==> src/rtl/spi_slave_fl_pkg.sv <==
// Shared definitions for the SPI flash target: opcodes, FSM states, lane modes.
// Latency: n/a (definitions only).
// Backpressure: n/a.
package spi_slave_fl_pkg;

  // Flash opcodes understood by the target.
  localparam logic [7:0] OP_READ = 8'h03;  // read 1-1-1, no dummy
  localparam logic [7:0] OP_FAST = 8'h0B;  // fast read 1-1-1, cfg dummies
  localparam logic [7:0] OP_DUAL = 8'h3B;  // read 1-1-2, cfg dummies
  localparam logic [7:0] OP_QUAD = 8'h6B;  // read 1-1-4, cfg dummies
  localparam logic [7:0] OP_PP   = 8'h02;  // page program
  localparam logic [7:0] OP_RDID = 8'h9F;  // JEDEC id
  localparam logic [7:0] OP_EN4B = 8'hB7;  // enter 4-byte addressing
  localparam logic [7:0] OP_EX4B = 8'hE9;  // exit 4-byte addressing

  typedef enum logic [2:0] {
    ST_IDLE,
    ST_CMD,
    ST_ADDR,
    ST_DUMMY,
    ST_RDATA,
    ST_WDATA,
    ST_IGNORE
  } state_t;

  typedef enum logic [1:0] {
    LANE_1 = 2'd0,  // data on DQ1
    LANE_2 = 2'd1,  // data on DQ1:0
    LANE_4 = 2'd2   // data on DQ3:0
  } lane_t;

  // Output-enable mask for a lane mode.
  function automatic logic [3:0] lane_oe(input lane_t l);
    case (l)
      LANE_1:  lane_oe = 4'b0010;
      LANE_2:  lane_oe = 4'b0011;
      default: lane_oe = 4'b1111;
    endcase
  endfunction

  // Bits moved per sclk fall for a lane mode.
  function automatic logic [2:0] lane_step(input lane_t l);
    case (l)
      LANE_1:  lane_step = 3'd1;
      LANE_2:  lane_step = 3'd2;
      default: lane_step = 3'd4;
    endcase
  endfunction

endpackage

==> src/rtl/spi_slave_fl_sync.sv <==
// Synchroniser for the SPI pads: 2-flop sync of sclk/ss_n/dq_i plus edge pulses.
// Latency: 2 clk from pad to synced level, edge pulses valid in the 3rd clk.
// Backpressure: none; pulses are single-cycle and must be consumed when seen.
//
// Ports: sclk/ss_n/dq_i async pads in; sclk_rise/sclk_fall/ss_fall/ss_rise
// one-clk pulses; ss_n_s synced chip select; dq_s synced data lanes.
module spi_slave_fl_sync #(
  parameter bit CPOL = 1'b1
) (
  input  logic       clk,
  input  logic       rst,
  input  logic       sclk,
  input  logic       ss_n,
  input  logic [3:0] dq_i,
  output logic       sclk_rise,
  output logic       sclk_fall,
  output logic       ss_fall,
  output logic       ss_rise,
  output logic       ss_n_s,
  output logic [3:0] dq_s
);

  logic       sclk_m, sclk_s, sclk_d;
  logic       ss_m, ss_d;
  logic [3:0] dq_m;

  // Reset to the idle pad levels so leaving reset produces no false edge.
  always_ff @(posedge clk or posedge rst) begin
    if (rst) begin
      sclk_m <= CPOL;
      sclk_s <= CPOL;
      sclk_d <= CPOL;
      ss_m   <= 1'b1;
      ss_n_s <= 1'b1;
      ss_d   <= 1'b1;
      dq_m   <= 4'h0;
      dq_s   <= 4'h0;
    end else begin
      sclk_m <= sclk;
      sclk_s <= sclk_m;
      sclk_d <= sclk_s;
      ss_m   <= ss_n;
      ss_n_s <= ss_m;
      ss_d   <= ss_n_s;
      dq_m   <= dq_i;
      dq_s   <= dq_m;
    end
  end

  // dq_s has the same pipeline depth as sclk_s, so it is sampled in step with rise.
  assign sclk_rise = sclk_s & ~sclk_d;
  assign sclk_fall = ~sclk_s & sclk_d;
  assign ss_fall   = ~ss_n_s & ss_d;
  assign ss_rise   = ss_n_s & ~ss_d;

endmodule

==> src/rtl/spi_slave_fl.sv <==
// SPI flash target: decodes cmd/addr/dummy, serves reads on 1/2/4 lanes, packs program bytes.
// Latency: read word fetched on last addr rise, first bit driven on the following sclk fall.
// Backpressure: none; backend must answer mem_ren with mem_rdata exactly 1 clk later.
//
// Ports: clk/rst (async active-high); sclk, ss_n, dq_i pads in; dq_o/dq_oe pad drive;
// cfg_dummy dummy clocks for fast reads; mem_addr/mem_ren/mem_rdata word read port;
// mem_we/mem_wdata/mem_wstrb word write port; busy high while a frame is in progress.
module spi_slave_fl
  import spi_slave_fl_pkg::*;
#(
  parameter bit          CPOL      = 1'b1,
  parameter logic [23:0] JEDEC_ID  = 24'hEF4018,
  parameter bit          ADDR4_DEF = 1'b0
) (
  input  logic        clk,
  input  logic        rst,
  input  logic        sclk,
  input  logic        ss_n,
  input  logic [3:0]  dq_i,
  output logic [3:0]  dq_o,
  output logic [3:0]  dq_oe,
  input  logic [3:0]  cfg_dummy,
  output logic [31:0] mem_addr,
  output logic        mem_ren,
  input  logic [31:0] mem_rdata,
  output logic        mem_we,
  output logic [31:0] mem_wdata,
  output logic [3:0]  mem_wstrb,
  output logic        busy
);

  logic       sclk_rise, sclk_fall, ss_fall, ss_rise, ss_n_s;
  logic [3:0] dq_s;

  spi_slave_fl_sync #(.CPOL(CPOL)) u_sync (
    .clk      (clk),
    .rst      (rst),
    .sclk     (sclk),
    .ss_n     (ss_n),
    .dq_i     (dq_i),
    .sclk_rise(sclk_rise),
    .sclk_fall(sclk_fall),
    .ss_fall  (ss_fall),
    .ss_rise  (ss_rise),
    .ss_n_s   (ss_n_s),
    .dq_s     (dq_s)
  );

  // Only DQ0 is ever sampled; upper lanes are output-only in every supported mode.
  logic unused_dq;
  assign unused_dq = ^dq_s[3:1];

  state_t      state, state_nx;
  logic [5:0]  bit_cnt;
  logic [6:0]  sh;
  logic [30:0] addr_sh;
  logic        addr4, addr4_set_p, addr4_clr_p;
  lane_t       lane;
  logic        jedec, is_wr;
  logic [3:0]  dummy_n;
  logic [31:0] word_addr, cur_word, next_word;
  logic [1:0]  bptr, jidx;
  logic [2:0]  pos;
  logic        ren_cur, ren_cur_q, ren_nxt, ren_nxt_q;
  logic [31:0] wr_word;
  logic [3:0]  wr_strb;
  logic        flush_p;

  // SPI edges only count while selected.
  logic        rise, fall;
  logic [7:0]  cmd_byte;
  logic [31:0] addr_full;
  logic        addr_last, dummy_last, byte_end;
  logic [2:0]  step;
  logic [7:0]  jedec_byte, rd_byte, byte_sh;
  logic [3:0]  lane_bits;
  logic [31:0] wr_word_nx;
  logic [3:0]  wr_strb_nx;

  assign rise       = sclk_rise & ~ss_n_s;
  assign fall       = sclk_fall & ~ss_n_s;
  assign cmd_byte   = {sh, dq_s[0]};
  assign addr_full  = {addr_sh, dq_s[0]};
  assign addr_last  = (bit_cnt == (addr4 ? 6'd31 : 6'd23));
  assign dummy_last = ({2'b00, dummy_n} == bit_cnt + 6'd1);
  assign step       = lane_step(lane);
  assign byte_end   = ({1'b0, pos} + {1'b0, step}) == 4'd8;
  assign busy       = (state != ST_IDLE);

  always_comb begin
    jedec_byte = JEDEC_ID[7:0];
    case (jidx)
      2'd0:    jedec_byte = JEDEC_ID[23:16];
      2'd1:    jedec_byte = JEDEC_ID[15:8];
      default: jedec_byte = JEDEC_ID[7:0];
    endcase
    rd_byte = jedec ? jedec_byte : cur_word[{bptr, 3'b000} +: 8];
    // Left-align the bits not yet sent; the lane mapping takes them from the top.
    byte_sh = rd_byte << pos;
    case (lane)
      LANE_1:  lane_bits = {2'b00, byte_sh[7], 1'b0};
      LANE_2:  lane_bits = {2'b00, byte_sh[7:6]};
      default: lane_bits = byte_sh[7:4];
    endcase
    wr_word_nx = wr_word;
    wr_word_nx[{bptr, 3'b000} +: 8] = cmd_byte;
    wr_strb_nx = wr_strb | (4'b0001 << bptr);
  end

  always_ff @(posedge clk or posedge rst) begin
    if (rst) state <= ST_IDLE;
    else     state <= state_nx;
  end

  always_comb begin
    state_nx = state;
    case (state)
      ST_IDLE:  if (ss_fall) state_nx = ST_CMD;
      ST_CMD: begin
        if (rise && bit_cnt == 6'd7) begin
          case (cmd_byte)
            OP_READ, OP_FAST, OP_DUAL, OP_QUAD, OP_PP: state_nx = ST_ADDR;
            OP_RDID: state_nx = ST_RDATA;
            default: state_nx = ST_IGNORE;
          endcase
        end
      end
      ST_ADDR: begin
        if (rise && addr_last) begin
          if (is_wr)              state_nx = ST_WDATA;
          else if (dummy_n != 0)  state_nx = ST_DUMMY;
          else                    state_nx = ST_RDATA;
        end
      end
      ST_DUMMY: if (rise && dummy_last) state_nx = ST_RDATA;
      default: ;
    endcase
    // Deselect aborts from any state.
    if (ss_rise) state_nx = ST_IDLE;
  end

  always_ff @(posedge clk or posedge rst) begin
    if (rst) begin
      dq_o        <= 4'h0;
      dq_oe       <= 4'h0;
      mem_addr    <= 32'h0;
      mem_ren     <= 1'b0;
      mem_we      <= 1'b0;
      mem_wdata   <= 32'h0;
      mem_wstrb   <= 4'h0;
      bit_cnt     <= 6'd0;
      sh          <= 7'h0;
      addr_sh     <= 31'h0;
      addr4       <= ADDR4_DEF;
      addr4_set_p <= 1'b0;
      addr4_clr_p <= 1'b0;
      lane        <= LANE_1;
      jedec       <= 1'b0;
      is_wr       <= 1'b0;
      dummy_n     <= 4'h0;
      word_addr   <= 32'h0;
      cur_word    <= 32'h0;
      next_word   <= 32'h0;
      bptr        <= 2'd0;
      jidx        <= 2'd0;
      pos         <= 3'd0;
      ren_cur     <= 1'b0;
      ren_cur_q   <= 1'b0;
      ren_nxt     <= 1'b0;
      ren_nxt_q   <= 1'b0;
      wr_word     <= 32'h0;
      wr_strb     <= 4'h0;
      flush_p     <= 1'b0;
    end else begin
      mem_ren   <= 1'b0;
      mem_we    <= 1'b0;
      ren_cur   <= 1'b0;
      ren_nxt   <= 1'b0;
      flush_p   <= 1'b0;
      // Backend data is valid the clk after the backend saw mem_ren.
      ren_cur_q <= ren_cur;
      ren_nxt_q <= ren_nxt;
      if (ren_cur_q) cur_word  <= mem_rdata;
      if (ren_nxt_q) next_word <= mem_rdata;

      // Partial-word flush runs one clk after deselect, in IDLE, where no read can issue.
      if (flush_p) begin
        mem_we    <= 1'b1;
        mem_wdata <= wr_word;
        mem_wstrb <= wr_strb;
        mem_addr  <= word_addr;
        wr_word   <= 32'h0;
        wr_strb   <= 4'h0;
      end

      if (ss_rise) begin
        dq_oe <= 4'h0;
        dq_o  <= 4'h0;
        if (addr4_set_p)      addr4 <= 1'b1;
        else if (addr4_clr_p) addr4 <= 1'b0;
        addr4_set_p <= 1'b0;
        addr4_clr_p <= 1'b0;
        if (state == ST_WDATA && wr_strb != 4'h0) flush_p <= 1'b1;
      end else begin
        case (state)
          ST_IDLE: begin
            if (ss_fall) bit_cnt <= 6'd0;
          end
          ST_CMD: begin
            if (rise) begin
              sh      <= cmd_byte[6:0];
              bit_cnt <= bit_cnt + 6'd1;
              if (bit_cnt == 6'd7) begin
                bit_cnt <= 6'd0;
                addr_sh <= 31'h0;
                dummy_n <= 4'h0;
                lane    <= LANE_1;
                jedec   <= 1'b0;
                is_wr   <= 1'b0;
                pos     <= 3'd0;
                jidx    <= 2'd0;
                wr_word <= 32'h0;
                wr_strb <= 4'h0;
                case (cmd_byte)
                  OP_FAST: dummy_n <= cfg_dummy;
                  OP_DUAL: begin dummy_n <= cfg_dummy; lane <= LANE_2; end
                  OP_QUAD: begin dummy_n <= cfg_dummy; lane <= LANE_4; end
                  OP_PP:   is_wr <= 1'b1;
                  OP_RDID: jedec <= 1'b1;
                  OP_EN4B: addr4_set_p <= 1'b1;
                  OP_EX4B: addr4_clr_p <= 1'b1;
                  default: ;
                endcase
              end
            end
          end
          ST_ADDR: begin
            if (rise) begin
              addr_sh <= addr_full[30:0];
              bit_cnt <= bit_cnt + 6'd1;
              if (addr_last) begin
                bit_cnt   <= 6'd0;
                word_addr <= {addr_full[31:2], 2'b00};
                bptr      <= addr_full[1:0];
                // Programs merge into a fresh word, so only reads fetch.
                if (!is_wr) begin
                  mem_ren  <= 1'b1;
                  mem_addr <= {addr_full[31:2], 2'b00};
                  ren_cur  <= 1'b1;
                end
              end
            end
          end
          ST_DUMMY: begin
            if (rise) bit_cnt <= bit_cnt + 6'd1;
          end
          ST_RDATA: begin
            if (fall) begin
              dq_oe <= lane_oe(lane);
              dq_o  <= lane_bits;
              // Fetch the following word as soon as the last byte of this one starts.
              if (!jedec && pos == 3'd0 && bptr == 2'd3) begin
                mem_ren   <= 1'b1;
                mem_addr  <= word_addr + 32'd4;
                word_addr <= word_addr + 32'd4;
                ren_nxt   <= 1'b1;
              end
              if (byte_end) begin
                pos <= 3'd0;
                if (jedec) begin
                  jidx <= (jidx == 2'd2) ? 2'd0 : jidx + 2'd1;
                end else begin
                  bptr <= bptr + 2'd1;
                  if (bptr == 2'd3) cur_word <= next_word;
                end
              end else begin
                pos <= pos + step;
              end
            end
          end
          ST_WDATA: begin
            if (rise) begin
              sh      <= cmd_byte[6:0];
              bit_cnt <= bit_cnt + 6'd1;
              if (bit_cnt == 6'd7) begin
                bit_cnt <= 6'd0;
                bptr    <= bptr + 2'd1;
                if (bptr == 2'd3) begin
                  mem_we    <= 1'b1;
                  mem_wdata <= wr_word_nx;
                  mem_wstrb <= wr_strb_nx;
                  mem_addr  <= word_addr;
                  word_addr <= word_addr + 32'd4;
                  wr_word   <= 32'h0;
                  wr_strb   <= 4'h0;
                end else begin
                  wr_word <= wr_word_nx;
                  wr_strb <= wr_strb_nx;
                end
              end
            end
          end
          default: ;
        endcase
      end
    end
  end

endmodule

==> config.mk <==
export PLATFORM = sky130hd
export DESIGN_NAME = spi_slave_fl
export DESIGN_NICKNAME = d
export VERILOG_FILES = /design/src/rtl/spi_slave_fl_pkg.sv /design/src/rtl/spi_slave_fl_sync.sv /design/src/rtl/spi_slave_fl.sv
export SDC_FILE = /design/constraint.sdc
export NUM_CORES = 1
export LEC_CHECK = 0
export BUFFER_PORTS_ARGS = -buffer_cell sky130_fd_sc_hd__buf_2
export CAP_MARGIN = 20
export CORE_ASPECT_RATIO = 1.25
export CORE_MARGIN = 1
export CORE_UTILIZATION = 59
export CTS_BUF_LIST = sky130_fd_sc_hd__clkbuf_8
export DETAILED_ROUTE_END_ITERATION = 16
export PLACE_DENSITY = 0.82
export SETUP_SLACK_MARGIN = 0.1
export SYNTH_ARGS = -nofsm -noshare
export SYNTH_HDL_FRONTEND = slang
export SYNTH_HIERARCHICAL = 1
export SYNTH_SLANG_ARGS = --single-unit
export TNS_END_PERCENT = 1
==> constraint.sdc <==
create_clock -name clk -period 9.7 [get_ports clk]
set_input_delay 0.485 -clock clk [delete_from_list [all_inputs] [get_ports clk]]
set_output_delay 0.485 -clock clk [all_outputs]
set_load 0.02 [all_outputs]
# Yosys cells after proc, flatten, opt, wreduce, memory -nomap -nowiden

Cells that the tools add are included.

Add/subtract/negate cells: 7
Eq/ne operators: 40
Shifts and indexed selects: 5
Multiplexer cells: 142
Bitwise operators: 12
Reduce and logical (&&, ||, !) cells: 43

Operator list:

| cell                                                  | number |
|---|---|
| 2-to-1 mux 32 bit                                     | 37 |
| one-hot mux 32 bit (3 select lines)                   | 2 |
| 2-to-1 mux 31 bit                                     | 3 |
| 2-to-1 mux 4 bit                                      | 21 |
| one-hot mux 32 bit (2 select lines)                   | 1 |
| one-hot mux 31 bit (2 select lines)                   | 1 |
| 2-to-1 mux 6 bit                                      | 6 |
| 2-to-1 mux 3 bit                                      | 11 |
| adder 32 x 3 -> 32 bit (second input constant)        | 1 |
| bitwise mux 32 bit                                    | 1 |
| 2-to-1 mux 1 bit                                      | 32 |
| variable shift 8 x 7 -> 32 bit (first input constant) | 1 |
| variable part select 32 x 6 -> 8 bit                  | 1 |
| variable part select 8 x 7 -> 32 bit                  | 1 |
| 2-to-1 mux 2 bit                                      | 13 |
| == test 8 bit (second input constant)                 | 3 |
| inequality test 2 bit (second input constant)         | 12 |
| one-hot mux 4 bit (2 select lines)                    | 3 |
| one-hot mux 6 bit (4 select lines)                    | 1 |
| nonzero test 2 bit                                    | 10 |
| one-hot mux 3 bit (2 select lines)                    | 3 |
| AND reduction 9 bit                                   | 2 |
| == test 8 x 2 -> 1 bit (second input constant)        | 2 |
| one-hot mux 8 bit (2 select lines)                    | 1 |
| 45 further kinds                                      | 80 |

Register bits after elaboration: 288
Input bits: 44
Output and inout port bits: 79
Word-level logic and storage cells: 288

# Logic depth before layout (Yosys ltp)

Gate-level depths: netlist of the first run.

Depth after elaboration: 8
Gate-level depth with buffers: 13
Mapped depth without buffers: 10

# Hierarchy

The synthesis of the first run kept the hierarchy.

Modules (own cells, without submodules):

| module            | times used | cells each | area each (um2) |
|---|---|---|---|
| spi_slave_fl      | 1          | 1453       | 14681.6 |
| spi_slave_fl_sync | 1          | 19         | 396.6 |

# Least setup slack after synthesis of the first run

Ideal clock, no wire load.

Kind: register -> register
Start point: register lane[1]
End point: register cur_word[10]
Data arrival time: 2789 ps
Data required time: 9578 ps
Setup slack: 6789 ps
Cell stages (with the launch flop): 13
Path buffers: 3
Period minus slack after synthesis: 2911 ps
Cells stage by stage: dfrtp_1 clkbuf_1 nor2_1 ha_1 inv_1 fa_1 o31ai_1 o2111ai_2 or3b_1 buf_6 buf_6 nor2_4 a21oi_2

Word-level cells in the longest chain between the ends: 8
Elaborated cells between the ends (all ways): 9

RTL lines:

| item                                                               | line                   | RTL |
|---|---|---|
| from (decl)                                                        | spi_slave_fl.sv:58     | `lane_t lane;` |
| from (signal assigned)                                             | spi_slave_fl.sv:157    | `lane <= LANE_1;` |
| from (signal assigned)                                             | spi_slave_fl.sv:217    | `lane <= LANE_1;` |
| from (signal assigned)                                             | spi_slave_fl.sv:226    | `OP_DUAL: begin dummy_n <= cfg_dummy; lane <= LANE_2; end` |
| == test 2 x 1 -> 1 bit / logical NOT 2 bit (equally long branches) | spi_slave_fl_pkg.sv:43 | `case (l)` |
| one-hot mux 3 bit (2 select lines) *                               | spi_slave_fl_pkg.sv:43 |  |
| adder 3 x 3 -> 4 bit *                                             | spi_slave_fl.sv:87     | `assign byte_end = ({1'b0, pos} + {1'b0, step}) == 4'd8;` |
| == test 4 bit *                                                    | spi_slave_fl.sv:87     |  |
| 2-to-1 mux 32 bit *                                                | spi_slave_fl.sv:268    | `if (byte_end) begin` |
| 2-to-1 mux 32 bit *                                                | spi_slave_fl.sv:258    | `if (fall) begin` |
| 2-to-1 mux 32 bit *                                                | spi_slave_fl.sv:205    | `case (state)` |
| 2-to-1 mux 32 bit *                                                | spi_slave_fl.sv:196    | `if (ss_rise) begin` |
| to (signal assigned)                                               | spi_slave_fl.sv:183    | `if (ren_cur_q) cur_word <= mem_rdata;` |
| to (signal assigned)                                               | spi_slave_fl.sv:274    | `if (bptr == 2'd3) cur_word <= next_word;` |
| to (decl)                                                          | spi_slave_fl.sv:61     | `logic [31:0] word_addr, cur_word, next_word;` |

Mark *: on every way between the ends. The rest lies on a longest branch, timed or not.
A chain may end at the register's enable or synchronous reset.

# Final worst setup path of the first run

Start point: register bptr[1]
End point: register mem_wstrb[0]

Word-level cells in the longest chain between the ends: 7
Elaborated cells between the ends (all ways): 8

RTL lines:

| item                      | line                | RTL |
|---|---|---|
| from (decl)               | spi_slave_fl.sv:62  | `logic [1:0] bptr, jidx;` |
| from (signal assigned)    | spi_slave_fl.sv:244 | `bptr <= addr_full[1:0];` |
| from (signal assigned)    | spi_slave_fl.sv:273 | `bptr <= bptr + 2'd1;` |
| from (signal assigned)    | spi_slave_fl.sv:287 | `bptr <= bptr + 2'd1;` |
| left shift 1 x 2 -> 4 bit | spi_slave_fl.sv:107 | `wr_strb_nx = wr_strb \| (4'b0001 << bptr);` |
| OR 4 bit                  | spi_slave_fl.sv:107 |  |
| 2-to-1 mux 4 bit *        | spi_slave_fl.sv:288 | `if (bptr == 2'd3) begin` |
| 2-to-1 mux 4 bit *        | spi_slave_fl.sv:285 | `if (bit_cnt == 6'd7) begin` |
| 2-to-1 mux 4 bit *        | spi_slave_fl.sv:282 | `if (rise) begin` |
| 2-to-1 mux 4 bit *        | spi_slave_fl.sv:205 |  |
| 2-to-1 mux 4 bit *        | spi_slave_fl.sv:196 |  |
| to (signal assigned)      | spi_slave_fl.sv:190 | `mem_wstrb <= wr_strb;` |
| to (signal assigned)      | spi_slave_fl.sv:291 | `mem_wstrb <= wr_strb_nx;` |
| to (decl)                 | spi_slave_fl.sv:28  | `output logic [3:0] mem_wstrb,` |

Marked as above.

==> qor.csv, run 1 <==
metric,value,unit
run_status,"finished, final reports clean",
routed_via_density,6.464,
fin_nets,1594,
cp_slowest_stage_delay,0.68,ns
fin_worst_skew,0.02328,ns
grt_max_degree,98,
source_of_the_worst_register_to_register_timing_path,bptr[1]$_DFFE_PP0P_,
critical_path.max_fanout,37,
drt-pass1-iter-count,5,
setup_total_negative_slack,0,ns
crit_family,simple AND/OR/NAND/NOR gates,
grt_remaining_overflow,0,
buffer_ports.inserted,119,
arrival,4.52,ns
area_of_the_core_region,24660,sq um
slew_headroom,0.3054,
critical_path.startpoint_type,register,
cts_buffers,45,
clkTransAtPathRegs,0.06,ns
maxClockFrequency,242.3,MHz
worstPathBufferInverterCount,1,
slew_violations,0,
finalWeightedCongestion,0.9013,
cts_repair_resize_count,0,
cts_max_path_buffers,3,
worstRegToRegCells,8,
setup_viol,0,
timing.critical_path.cells,ha_1 -> nor4b_2 -> nand3_1 -> nor2_2 -> nor2_2 -> buf_4 -> a21oi_1 -> a21oi_1,
dp_hpwl,24710,um
grt.total_usage,0.3053,
power.density_cell_area,191.0,nW/um^2
die_h,179.8,um
floorplan.die_area,25950,sq um
first_pass_grt_wire_length,62870,um
drt_iter0_markers,885,
cp_num_cells,8,
clkSinkCount,285,
syn_area,14930,sq um
hold_start,sclk,
synthCells,1466,
crit_path_top_delay_cell,dfrtp_1,
tritoncts,built,
peakVddDrop,0.1298,mV
min-delay-path-class,primary input to register,
chipWidth,144.3,um
clk_latency,0.57,ns
synth_warnings,6,
timing.final.crit_share,0.4254,
finalCriticalPeriod,4.126,ns
worstMarginPinSlew,1.042,ns
clock_tree.root_cell,clkbuf_8,
min_path_cells,1,
vias,12300,
grt_pass1_vias,12250,
critical_path.endpoint_type,register,
ios,123,
leakagePower,7.501,nW
pre_cts_ws,5.676,ns
synthesis.nets,1523,
final_critical_path_setup_slack,5.574,ns
drive_gt1_frac,0.2233,
postSynthAreaPerCell,10.18,sq um
cts_post_setup_buffers_inserted,0,
setup.worst_path.class,register to register,
worstSetupStartpoint,bptr[1]$_DFFE_PP0P_,
post_cts_hold_buffers,1,
postRouteWirelength,38590,um
htree_num_levels,2,
drc_errors,0,
rows,64,
starting_density_of_the_core,0.6053,
antenna_found_initial,1,
ant_nets,0,
cp.required,10.09,ns
rsz0062_at_grt,false,
report.final.hold_viol_count,0,
maxCapViolations,0,
area.growth.synth_to_final,11.19,%
avgRoutedWirePerCell,20.28,um
[area by class of cell]
| class | instances | area, sq um |
|---|---|---|
| antenna | 1 | 2.502 |
| clock buffer | 60 | 825.8 |
| clock inverter | 22 | 115.1 |
| fill | 1919 | 8065 |
| inverter | 24 | 97.59 |
| multi-input combinational | 1041 | 7207 |
| sequential | 285 | 7142 |
| tap | 330 | 412.9 |
| timing repair buffer | 140 | 795.8 |
[worst paths after layout]
check / endpoint / slack, ns
worst max-delay path: mem_wstrb[0]$_DFF_PP0_ / 5.57
worst min-delay path: u_sync/sclk_m$_DFF_PP1_ / 0.04
min in group asynchronous: u_sync/dq_m[0]$_DFF_PP0_ / 0.52
max in group asynchronous: flush_p$_DFF_PP0_ / 7.79
worst max register to register: mem_wstrb[0]$_DFF_PP0_ / 5.57
worst min register to register: ren_nxt_q$_DFF_PP0_ / 0.35
[metrics by stage]
stage | cells | total power, mW | utilization | hold slack [ns] | instance area [sq um]
2_1_floorplan | 1466 | 1.928 | - | 0.2964 | 14930
3_3_place_gp | 1817 | 2.081 | 0.6321 | 0.3339 | 15590
3_5_place_dp | 1818 | 2.120 | 0.6332 | 0.3346 | 15620
4_1_cts | 1901 | 3.172 | 0.6718 | 0.01648 | 16570
5_1_grt | 1903 | 3.314 | 0.6730 | 0.01542 | 16600
6_report | 1903 | 3.170 | 0.6730 | 0.04130 | 16600
[routing by layer]
metal	track usage	part of all wire	up-vias
li1	-	-	5510
met1	0.3857	0.39	6147
met2	0.5045	0.50	534
met3	0.05674	0.073	110
met4	0.1411	0.037	0
met5	0	0	-
[state kept, by name, summed over array words and instances (netlist names), 3 cells and up]
signal	cells
next_word	32
mem_wstrb	4
wr_strb	4
wr_word	32
mem_addr	32
word_addr	30
pos	3
dq_oe	3
dq_o	4
state	3
addr_sh	31
dummy_n	4
sh	7
cur_word	32
mem_wdata	32
bit_cnt	6
[power breakdown]
group | total, mW | internal (mW) | switching (mW)
combinational | 0.657 | 0.257 | 0.400
sequential | 1.47 | 1.28 | 0.190
clock | 1.05 | 0.577 | 0.471
[layout by cell type (no fill, tap or decap), drive strengths merged, types with 5 or more instances in the layout]
cell type / instances
a21oi: 81
o22ai: 23
and3: 14
o21ai: 107
buf: 139
inv: 41
nor4: 11
or2: 8
and2: 7
nand3b: 5
o311a: 5
nor3: 27
and4: 5
dfrtp: 279
a221oi: 6
a31oi: 16
ha: 12
xor2: 6
a221o: 11
nand3: 38
o22a: 18
nand2: 148
nand2b: 11
xnor2: 14
mux2: 42
a21o: 26
a22oi: 17
and2b: 5
nor3b: 9
a2bb2oi: 8
nor2b: 10
clkbuf: 60
a22o: 68
o31ai: 7
nor2: 120
nand4: 11
mux2i: 78
o211ai: 6
dfstp: 6
Power figures use the tool's default switching activity.
==> run 2, diff against run 1 <==
Settings changed: CORE_UTILIZATION 59 to 56, PLACE_DENSITY 0.82 to 0.81.
Clock period 9.7 ns to 3.54 ns, I/O delays scaled along.
==> run 2 against run 1 <==
Effect of this change: design area is 3.1% higher; sequential share of layout area is 1.3 points lower; global-route usage is 1.7 points lower; clock power grew to 2.8 times the previous value; die area is 5.3% higher; critical path type unchanged; non-clock buffer count is 53 higher; utilization is 1.7 points lower; clock-buffer cell count is 3 higher; register-to-register slack worse by 5.1 ns; sequential power grew to 2.7 times the previous value; setup slack worse by 5.1 ns.
==> qor.csv, run 2 (synthesis results as in run 1) <==
metric,value,unit
setup.worst_path.class,register to register,
floorplan.die_area,27320,sq um
vias,12390,
run_status,"finished, final reports clean",
antenna_cells_inserted,0,
crit_family,simple AND/OR/NAND/NOR gates,
dp_hpwl,24700,um
worstMarginPinSlew,1.013,ns
register_area,7142,sq um
crit_path_top_delay_cell,fa_1,
timing.final.crit_share,0.8700,
worstPathBufferInverterCount,2,
grt_pass1_vias,12260,
timing.critical_path.cells,nor2_1 -> ha_1 -> inv_1 -> fa_1 -> o31ai_1 -> o2111ai_2 -> or3b_4 -> buf_12 -> nor2_1 -> a21oi_2,
ant_nets,0,
critical_path.max_fanout,64,
cts_repair_resize_count,0,
drive_gt1_frac,0.2280,
maxClockFrequency,324.7,MHz
min-delay-path-class,primary input to async pin,
drt_iter0_markers,937,
finalWeightedCongestion,0.8824,
postRouteWirelength,38840,um
slew_headroom,0.3246,
critPathMostFrequentCell,nor2_1,
critical_path.startpoint_type,register,
clkTransAtPathRegs,0.06,ns
slew_violations,0,
report.final.hold_viol_count,0,
starting_density_of_the_core,0.5721,
placedCellCount,1843,
clkSinkCount,285,
avgRoutedWirePerCell,19.75,um
post_cts_hold_buffers,40,
cts_max_path_buffers,3,
grt_remaining_overflow,0,
routed_via_density,6.297,
cts_buffers,45,
r2r_slack,0.46,ns
die_h,184.5,um
detailed_place.area,15760,sq um
destination_of_the_worst_register_to_register_timing_path,cur_word[0]$_DFF_PP0_,
power.density_cell_area,512.1,nW/um^2
cp_slowest_stage_delay,0.45,ns
finalCriticalPeriod,3.080,ns
grt_max_degree,103,
source_of_the_worst_register_to_register_timing_path,lane[0]$_DFFE_PP0P_,
buffer_ports.inserted,119,
drt-pass1-iter-count,7,
final_critical_path_setup_slack,0.4602,ns
fin_worst_skew,0.01786,ns
finalNonFillerCells,1967,
clk_latency,0.56,ns
most-common-layout-cells,"277 x dfrtp_1, 148 x nand2_1, 119 x buf_2",
critical_path.endpoint_type,register,
nFillCells,2016,
antenna_found_initial,0,
drc_errors,0,
critPathCapture,cur_word[0]$_DFF_PP0_,
fin_nets,1647,
peakVddDrop,0.4045,mV
pre_cts_ws,0.5315,ns
first_pass_grt_wire_length,63150,um
rows,66,
cp_num_cells,10,
utilization,0.6559,
leakagePower,7.726,nW
setup_viol,0,
worstRegToRegCells,10,
ios,123,
worstSetupStartpoint,lane[0]$_DFFE_PP0P_,
arrival,3.51,ns
chipWidth,148.0,um
most_frequent_standard_cell_in_the_layout_excluding_fill_and_tap_cells,dfrtp_1,
cp.required,3.97,ns
setup_total_negative_slack,0,ns
htree_num_levels,2,
grt.total_usage,0.2886,
area.growth.synth_to_final,14.66,%
cts_post_setup_buffers_inserted,0,
tritoncts,built,
rsz0062_at_grt,false,
area_of_the_multi_input_gates,7207,sq um
area_of_the_core_region,26100,sq um
maxCapViolations,0,
fin_area,17120,sq um
clock_tree.root_cell,clkbuf_8,
## run 2: changes by cell type in the layout (fill, tap and decap cells not counted), sizes merged, moves of 2 or more
cell | previous run | this run
clkbuf | 60 | 63
dlygate4sd3 | 1 | 40
clkinv | 3 | 6
clkinvlp | 1 | 3
buf | 139 | 153
inv | 41 | 36
## run 2: per-layer routing
layer	vias to the layer above	GRT usage	share of wire
met5	-	0	0
met4	0	0.1237	0.030
met3	97	0.03911	0.071
met2	565	0.4851	0.49
met1	6100	0.3734	0.40
li1	5624	-	-
## run 2: tightest hold or removal path, delay by kind of cell
family | cells | cell delay, ns
buffers and inverters | 3 | 0.94
## run 2: worst min path at each step
stage	start	slack, ns	end
after floorplan	rst	-0.01	u_sync/dq_m[0]$_DFF_PP0_
after global placement	rst	0.19	mem_wdata[12]$_DFF_PP0_
after detailed placement	rst	0.19	mem_wdata[12]$_DFF_PP0_
after CTS	rst	0.15	mem_wdata[11]$_DFF_PP0_
after global routing	rst	0.21	mem_wdata[11]$_DFF_PP0_
final	rst	0.16	mem_wdata[11]$_DFF_PP0_
## run 2: cell type report
class / instances / area share
clock buffers: 63 / 0.05066
clock inverters: 21 / 0.005409
inverters: 24 / 0.005482
multi-input cells: 1041 / 0.4211
flip-flops and latches: 285 / 0.4173
well taps: 340 / 0.02485
repair buffers: 193 / 0.07529
## run 2: through the flow
stage | power [mW] | hold WS (ns)
3_3_place_gp | 5.766 | 0.1863
2_1_floorplan | 5.284 | -0.01164
3_5_place_dp | 5.839 | 0.1927
5_1_grt | 9.158 | 0.2060
6_report | 8.766 | 0.1616
4_1_cts | 8.775 | 0.1489
## run 2: where the power goes
group	total (mW)	switching [mW]	internal [mW]
clock network	2.90	1.32	1.58
logic	1.92	1.17	0.751
registers	3.95	0.454	3.50
total	8.77	2.94	5.83
==> run 3, diff against run 2 <==
Settings changed: CORE_ASPECT_RATIO 1.25 to 1.5.
==> run 3 against run 2 <==
Effect of this change: register-to-register slack got worse by 0.15 ns; clock skew down 0.0021 ns; critical path depth unchanged; sequential power about the same; clock-buffer cell count fell by 6; utilization grew 0.19 points; via count decreased by 0.69%; critical endpoint unchanged.
==> qor.csv, run 3 (synthesis results as in run 1) <==
metric,value,unit
run_status,"finished, final reports clean",
cellInternalPower,5.702,mW
antenna_cells_inserted,0,
leakagePower,7.723,nW
most_frequent_standard_cell_in_the_layout_excluding_fill_and_tap_cells,dfrtp_1,
clkPwrFrac,0.321,
r2r_slack,0.31,ns
maxCapViolations,0,
finalWeightedCongestion,0.8885,
switching_power,2.944,mW
clk_latency,0.58,ns
floorplan.die_area,27330,sq um
finalCriticalPeriod,3.234,ns
fin_worst_skew,0.01580,ns
peakVddDrop,0.3726,mV
htree_num_levels,2,
drive_gt1_frac,0.2256,
clkSinkCount,285,
placedCellCount,1839,
critical_path.endpoint_type,register,
critical_path.max_fanout,52,
avgRoutedWirePerCell,19.91,um
finalNonFillerCells,1960,
cts_buffers,45,
power.density_cell_area,506.6,nW/um^2
chipWidth,135.3,um
report.final.hold_viol_count,0,
destination_of_the_worst_register_to_register_timing_path,cur_word[0]$_DFF_PP0_,
cts_repair_resize_count,0,
ant_nets,0,
area_of_the_core_region,25940,sq um
final_critical_path_setup_slack,0.3065,ns
vias,12300,
rsz0062_at_grt,false,
tritoncts,built,
ios,123,
clock_tree.root_cell,clkbuf_8,
fin_area,17070,sq um
buffer_ports.inserted,119,
fin_nets,1650,
grt.total_usage,0.2939,
setup.worst_path.class,register to register,
power_switching_share,0.3405,
pre_cts_ws,0.3594,ns
cp.required,3.98,ns
seq_power_share,0.458,
detailed_place.area,15770,sq um
min-delay-path-class,primary input to async pin,
starting_density_of_the_core,0.5754,
source_of_the_worst_register_to_register_timing_path,lane[0]$_DFFE_PP0P_,
grt_pass1_vias,12450,
worstSetupStartpoint,lane[0]$_DFFE_PP0P_,
drt_iter0_markers,893,
arrival,3.67,ns
routed_via_density,6.276,
maxClockFrequency,309.3,MHz
cts_max_path_buffers,3,
rows,72,
antenna_found_initial,0,
area.growth.synth_to_final,14.32,%
critPathCapture,cur_word[0]$_DFF_PP0_,
setup_viol,0,
worstRegToRegCells,10,
worstMarginPinSlew,0.9376,ns
die_h,202.0,um
clkTransAtPathRegs,0.06,ns
timing.final.crit_share,0.9134,
slew_violations,0,
first_pass_grt_wire_length,64140,um
dp_hpwl,25730,um
slew_headroom,0.3692,
drt-pass1-iter-count,5,
grt_max_degree,114,
grt_remaining_overflow,0,
power.combinational.fraction,0.221,
setup_total_negative_slack,0,ns
drc_errors,0,
postRouteWirelength,39030,um
most-common-layout-cells,"278 x dfrtp_1, 148 x nand2_1, 119 x buf_2",
nFillCells,2033,
critical_path.startpoint_type,register,
[run 3: layout make-up]
cell class | instances | area (sq um) | area share
clock buffer | 57 | 784.5 | 0.04597
clock inverter | 24 | 112.6 | 0.006598
inverter | 24 | 93.84 | 0.005499
multi-input combinational | 1041 | 7207 | 0.4223
sequential | 285 | 7141 | 0.4184
tap | 333 | 416.7 | 0.02441
timing repair buffer | 196 | 1311 | 0.07683
[run 3: stage by stage]
stage	utilization	hold slack [ns]	total power, mW
3_5_place_dp	0.6078	0.1134	5.846
6_report	0.6578	0.07280	8.647
4_1_cts	0.6578	0.05011	8.662
3_3_place_gp	0.6078	0.1071	5.768
5_1_grt	0.6578	0.07360	9.070
2_1_floorplan	-	-0.01164	5.284
[run 3: power by group through the flow]
stage | clock network [mW] | registers [mW] | logic, mW
final | 2.78 | 3.96 | 1.91
after global routing | 2.98 | 4.00 | 2.10
after CTS | 2.83 | 3.94 | 1.90
after detailed placement | 0 | 4.00 | 1.85
after global placement | 0 | 3.97 | 1.79
after floorplan | 0 | 3.77 | 1.51
[run 3: what timing repair did]
action                                 4_1_cts  5_1_grt
setup buffers                                0        0
hold buffers                                40        0
endpoints found under the hold margin      356        0
[run 3: worst max-delay path, cell delays in order, from the launching register on]
cell and delay [ns]:
dfrtp_1 0.41, nor2_1 0.21, ha_1 0.22, inv_1 0.06
fa_1 0.46, o31ai_1 0.42, o2111ai_2 0.23, or3b_4 0.56
buf_12 0.27, nor2_1 0.18, a21oi_2 0.04
[run 3: worst min path at each step]
| stage | to | cells past startpoint | from | slack [ns] |
|---|---|---|---|---|
| floorplan | u_sync/dq_m[0]$_DFF_PP0_ | 1 | rst | -0.01 |
| global placement | word_addr[30]$_DFFE_PP0P_ | 2 | rst | 0.11 |
| detailed placement | word_addr[30]$_DFFE_PP0P_ | 2 | rst | 0.11 |
| CTS | word_addr[30]$_DFFE_PP0P_ | 3 | rst | 0.05 |
| global route | word_addr[30]$_DFFE_PP0P_ | 3 | rst | 0.07 |
| finish | word_addr[30]$_DFFE_PP0P_ | 3 | rst | 0.07 |
[run 3: routing by layer]
layer	wire (um)	global-route usage	vias up	part of all wire
li1	-	-	5635	-
met1	15340	0.3600	6103	0.39
met2	20090	0.5000	434	0.51
met3	2037	0.04314	129	0.052
met4	1561	0.1497	0	0.040
met5	0	0	-	0
